[config.mk]
export PLATFORM = sky130hd
export DESIGN_NAME = arith_op_sequencer
export DESIGN_NICKNAME = d
export VERILOG_FILES = /design/src/rtl/arith_op_sequencer.sv
export SDC_FILE = /design/constraint.sdc
export NUM_CORES = 1
export LEC_CHECK = 0
export ABC_AREA = 1
export BUFFER_PORTS_ARGS = -buffer_cell sky130_fd_sc_hd__buf_2
export CAP_MARGIN = 10
export CORE_UTILIZATION = 44
export DETAILED_ROUTE_END_ITERATION = 6
export GPL_TIMING_DRIVEN = 0
export HOLD_SLACK_MARGIN = 0.08
export MAX_ROUTING_LAYER = met4
export PLACE_DENSITY_LB_ADDON = 0.2
export SLEW_MARGIN = 20
export SYNTH_ARGS = -nofsm -noshare
export SYNTH_HDL_FRONTEND = slang
export SYNTH_SLANG_ARGS = --single-unit
[constraint.sdc]
create_clock -name clk -period 1.7 [get_ports clk]
set_clock_uncertainty 0.15 [all_clocks]
set_input_delay 0.255 -clock clk [delete_from_list [all_inputs] [get_ports clk]]
set_output_delay 0.255 -clock clk [all_outputs]
set_load 0.005 [all_outputs]
[src/rtl/arith_op_sequencer.sv]
// arith_op_sequencer: issues one op per command to the arithmetic unit and holds its result on a valid/ready port
// Optional DIV_ZERO_CHECK_EN traps fun[1:0]=2'b11 with b=0 locally instead of issuing it.
module arith_op_sequencer #(
  parameter int WIDTH     = 16,
  parameter int CNT_WIDTH = 8
) (
  input  logic                 clk,
  input  logic                 rst_n,
  input  logic                 cmd_valid,
  output logic                 cmd_ready,
  input  logic [3:0]           cmd_fun,
  input  logic [WIDTH-1:0]     cmd_a,
  input  logic [WIDTH-1:0]     cmd_b,
  output logic                 Arith_EN,
  output logic [3:0]           alu_fun,
  output logic [WIDTH-1:0]     a,
  output logic [WIDTH-1:0]     b,
  input  logic [WIDTH-1:0]     Arith_out,
  input  logic                 Carry_out,
  input  logic                 Arith_flag,
  output logic                 res_valid,
  input  logic                 res_ready,
  output logic [WIDTH-1:0]     res_data,
  output logic                 res_carry,
  output logic                 res_err,
  output logic [CNT_WIDTH-1:0] op_cnt
);
  typedef enum logic [1:0] {IDLE, ISSUE, WAIT, HOLD} state_t;
  state_t state, state_n;
  logic div_zero, accept;
`ifdef DIV_ZERO_CHECK_EN
  assign div_zero = cmd_fun[1:0] == 2'b11 && cmd_b == '0;
`else
  assign div_zero = 1'b0;
`endif
  assign cmd_ready = state == IDLE;
  assign res_valid = state == HOLD;
  assign accept    = cmd_ready && cmd_valid;
  always_comb begin
    state_n = state;
    state_n = accept ? (div_zero ? HOLD : ISSUE) :
              state == ISSUE ? WAIT :
              state == WAIT ? HOLD :
              (state == HOLD && res_ready) ? IDLE : state;
  end
  always_ff @(posedge clk) begin
    if (!rst_n) begin
      state     <= IDLE;
      Arith_EN  <= 1'b0;
      alu_fun   <= '0;
      a         <= '0;
      b         <= '0;
      res_data  <= '0;
      res_carry <= 1'b0;
      res_err   <= 1'b0;
      op_cnt    <= '0;
    end else begin
      state    <= state_n;
      Arith_EN <= state_n == ISSUE;
      if (accept && !div_zero) begin
        alu_fun <= cmd_fun;
        a       <= cmd_a;
        b       <= cmd_b;
      end
      // the unit's registered outputs are valid during WAIT, one cycle after Arith_EN
      if (state == WAIT) begin
        res_data  <= Arith_out;
        res_carry <= Carry_out;
        res_err   <= ~Arith_flag;
      end
      if (accept && div_zero) begin
        res_data  <= '1;
        res_carry <= 1'b0;
        res_err   <= 1'b1;
      end
      if (state == HOLD && res_ready) op_cnt <= op_cnt + 1'b1;
    end
  end
endmodule

== Yosys cells after proc, flatten, opt, wreduce, memory -nomap -nowiden ==
Index checks and enable logic that the tools add are counted.

* Flip-flop bits (word level): 65
* Input bits: 58

* Add/subtract/negate cells: 1
* Eq/ne operators: 4
* Multiplexer cells: 4
* Bitwise operators: 1
* Reductions and logical operators: 3

{| class="wikitable"
|+ Operator list
! kind !! number
|-
| adder 8 x 1 -> 8 bit, second input constant || 1
|-
| 2-to-1 mux 2 bit || 4
|-
| == test 2 x 1 -> 1 bit, second input constant || 2
|-
| == test 2 bit, second input constant || 2
|-
| logical AND 1 bit || 2
|-
| zero test 2 bit || 1
|-
| inverter 1 bit || 1
|}

== Longest topological paths before layout ==
* Word-level depth: 7
* Gate-level depth with buffers: 7
* Depth with buffers taken out: 6

== Worst setup path before layout ==
No wires, ideal clock.

* Path type: flip-flop to flip-flop
* From: register state[1]
* To: register res_data[10]
* Library setup time: 116 ps
* Arrival: 1006 ps
* Data required time: 1434 ps
* Path slack: 428 ps
* Cell stages (with the launch flop): 8
* Path buffers: 2
* Clock period less this slack: 1272 ps
* Cell sequence: dfxtp_1 > inv_2 > nor2_2 > buf_4 > inv_2 > buf_6 > nor2_1 > nor2_1

* Longest elaborated chain between the ends: 1

{| class="wikitable"
|+ RTL lines
! item !! RTL line !! source
|-
| from (decl) || 29 || <nowiki>state_t state, state_n;</nowiki>
|-
| from (signal assigned) || 58 || <nowiki>state <= state_n;</nowiki>
|-
| == test 2 bit || 66 || <nowiki>if (state == WAIT) begin</nowiki>
|-
| to (signal assigned) || 67 || <nowiki>res_data <= Arith_out;</nowiki>
|-
| to (decl) || 23 || <nowiki>output logic [WIDTH-1:0] res_data,</nowiki>
|}

Every way passes these cells.
A chain may end at the register's enable or synchronous reset.

== Worst setup path in the final report ==
* From: register state[1]
* To: output port res_valid

* Longest elaborated chain between the ends: 1

{| class="wikitable"
|+ RTL lines
! item !! RTL line !! source
|-
| == test 2 bit || 37 || <nowiki>assign res_valid = state == HOLD;</nowiki>
|-
| to (decl) || 21 || <nowiki>output logic res_valid,</nowiki>
|}

Every way passes these cells.

==> out/metrics.csv <==
stage,metric,value,unit
critical_path,r2r_cells,7,
floorplanning,start_util,45.81,%
placed_design,dp_hpwl,4023,um
logic_synthesis,synth_area_leaders,"dfxtp_1 55%, nor2_1 19%, o21ai_0 7.2%",
critical_path,worstSetupEndpointType,output port,
sta,holdWs,0.1503,ns
placed_design,gp_congestion,0.7696,
logic_synthesis,syn-cell-area,2355,sq um
cts,cts_tree,built,
logic_synthesis,synthTopCellsByCount,"117 x nor2_1, 65 x dfxtp_1, 34 x o21ai_0",
layout,diodes,0,
critical_path,arrival,1.08,ns
logic_synthesis,yosysSeqAreaShare,55.26,%
min_path,hold_depth,5,
floorplanning,rows,26,
grt,grt_max_degree,11,
route,vias,2581,
cts,cts.sinks,65,
sta,min_period,1.488,ns
route,drtIter0Drc,134,
sta,fmax,672.1,MHz
min_path,worst_hold_path_type,input pin to flop,
floorplanning,fp.dieW,75.16,um
logic_synthesis,ys_seq_elements,65,
grt,grt.total_usage,24.83,%
sta,fin_ws,0.2122,ns
layout,fillers,406,
grt,first_global_vias,2244,
floorplanning,chipHeight,75.16,um
critical_path,cp_max_fo,5,
logic_synthesis,yosysTopAreaCell,dfxtp_1,
route,wl,6822,um
cts,cts-resized-gates,0,
logic_synthesis,synth_most_common_cell,nor2_1,
cts,clkLatencyLatePin,0.33,ns
layout,syn_to_final_growth,61.21,%
logic_synthesis,avgSynthCellArea,7.875,sq um
logic_synthesis,yosysWarnings,0,
logic_synthesis,synthCells,299,
floorplanning,die_area,5648,sq um
logic_synthesis,synth_edf_count,0,
logic_synthesis,ys.flop_type,dfxtp_1,
route,drt_first_pass_iters,4,
critical_path,required,1.29,ns
sta,setup_tns,0,ns
sta,fin_crit_sh,87.52,%
grt,grt-ovfl-total,0,
critical_path,cp-start-kind,flop,
floorplanning,core,5140,sq um
sta,finalSetupViolations,0,
power,ir_drop,648.5,uV
logic_synthesis,post_synth_num_cell_types,22,
logic_synthesis,synthesis.nets,358,
critical_path,critPathKind,flop to output port,
grt,grt_pass1_wl,10030,um
sta,rsz0062_at_grt,no,
cts,clk_path_buf_depth,2,
floorplanning,ios,123,
run_status,status,"complete, no violations",
layout,nets,544,
layout,final_util,73.86,%
sta,tightest_slew,0.4157,ns
run,maxCapViolCount,0,
grt,antenna_found_initial,0,
route,viasPerCell,4.609,
sta,maxSlewHeadroom,72.29,%
route,ant_nets,0,
placed_design,pre_cts_ws,0.2878,ns
cts,cts_buffers,9,
layout,drive_above_1_share,31.22,%
logic_synthesis,yosys.area.top_type_share,55.26,%
placed_design,io_buffers,121,
cts,cts_root_buf,clkbuf_8,
route,wl_per_cell,12.18,um
power,leakage,1.882,nW
cts,h-tree-depth,3,
power,power.density,996.4,nW/um^2
logic_synthesis,async_flop_share,0,%
cts,clk_transition_reported_paths,0.07,ns
sta,finalHoldViolations,0,
route,drc,0,
sta,finalMaxSlewViolations,0,
[worst max-delay path, cell delays in order, from the launching register on]
cell	delay, ns
dfxtp_1	0.46
nand2_1	0.12
inv_1	0.07
buf_2	0.10
[kinds of logic (layout without fill, tap and decap cells)]
family / after synthesis / in the layout / synth area share (%)
XOR/XNOR: 1 / 1 / 0.3720
AO/OA/AOI/OAI: 61 / 61 / 12.96
AND/OR/NAND/NOR: 145 / 145 / 24.76
buffers and inverters: 26 / 217 / 6.111
flip-flops: 65 / 65 / 55.26
adder cells (fa/ha/maj): 1 / 1 / 0.5313
[sequential cells by signal, summed over array words and instances, names as in the netlist]
signal and flops:
alu_fun 4, a 16, op_cnt 8, b 16, res_err 1, state 2, res_carry 1, res_data 16
Arith_EN 1
[layout by cell type (no fill, tap or decap), types with 4 or more instances in the layout]
cell / n
nor2_1: 117
clkbuf_8: 12
o21ai_0: 34
inv_1: 7
a21oi_1: 7
buf_6: 4
dlygate4sd3_1: 54
nand2_1: 14
nand3_1: 5
o21ai_1: 20
buf_2: 123
clkbuf_1: 8
dfxtp_1: 65
[worst paths after layout]
kind	startpoint	end	slack (ns)
max	state[1]	res_valid	0.21
min	res_ready	op_cnt[1]	0.15
max reg2reg	state[1]	res_data[7]	0.22
min reg2reg	a[11]	a[11]	0.33
[routing by layer]
layer	vias up	global-route usage, %	routed length [um]
met4	0	13.58	214
met2	96	41.54	3258
met1	1136	28.25	2966
li1	1326	-	-
met5	-	-	0
met3	23	4.284	382
[where the power goes]
| part | switching [mW] | leakage (nW) | internal (mW) |
|---|---|---|---|
| registers | 0.0727 | 0.535 | 1.67 |
| logic | 0.332 | 1.24 | 0.349 |
| clock network | 0.564 | 0.107 | 0.797 |
| total | 0.969 | 1.88 | 2.81 |
[metrics by stage]
| step | instance area [sq um] | total power [mW] | instances |
|---|---|---|---|
| 6_report | 3796 | 3.783 | 560 |
| 5_1_grt | 3796 | 3.968 | 560 |
| 4_1_cts | 3796 | 3.783 | 560 |
| 3_5_place_dp | 3048 | 2.344 | 490 |
| 3_3_place_gp | 3048 | 2.331 | 490 |
| 2_1_floorplan | 2355 | 2.076 | 299 |
[layout make-up]
type / count / area, sq um / share of cell area, %
plain buffers: 16 / 103.9 / 2.736
clock buffers: 14 / 172.7 / 4.548
clock inverters: 2 / 35.03 / 0.9229
inverters: 10 / 40.04 / 1.055
multi-input cells: 208 / 909.6 / 23.96
flip-flops and latches: 65 / 1301 / 34.28
well taps: 70 / 87.58 / 2.307
repair buffers: 175 / 1146 / 30.19
[timing repair]
| item | in CTS | in global routing |
|---|---|---|
| buffers inserted | 0 | 0 |
| hold buffers | 54 | 0 |
| endpoints found under the hold margin | 54 | 0 |
Note: power is estimated with default switching activity, not from simulation.
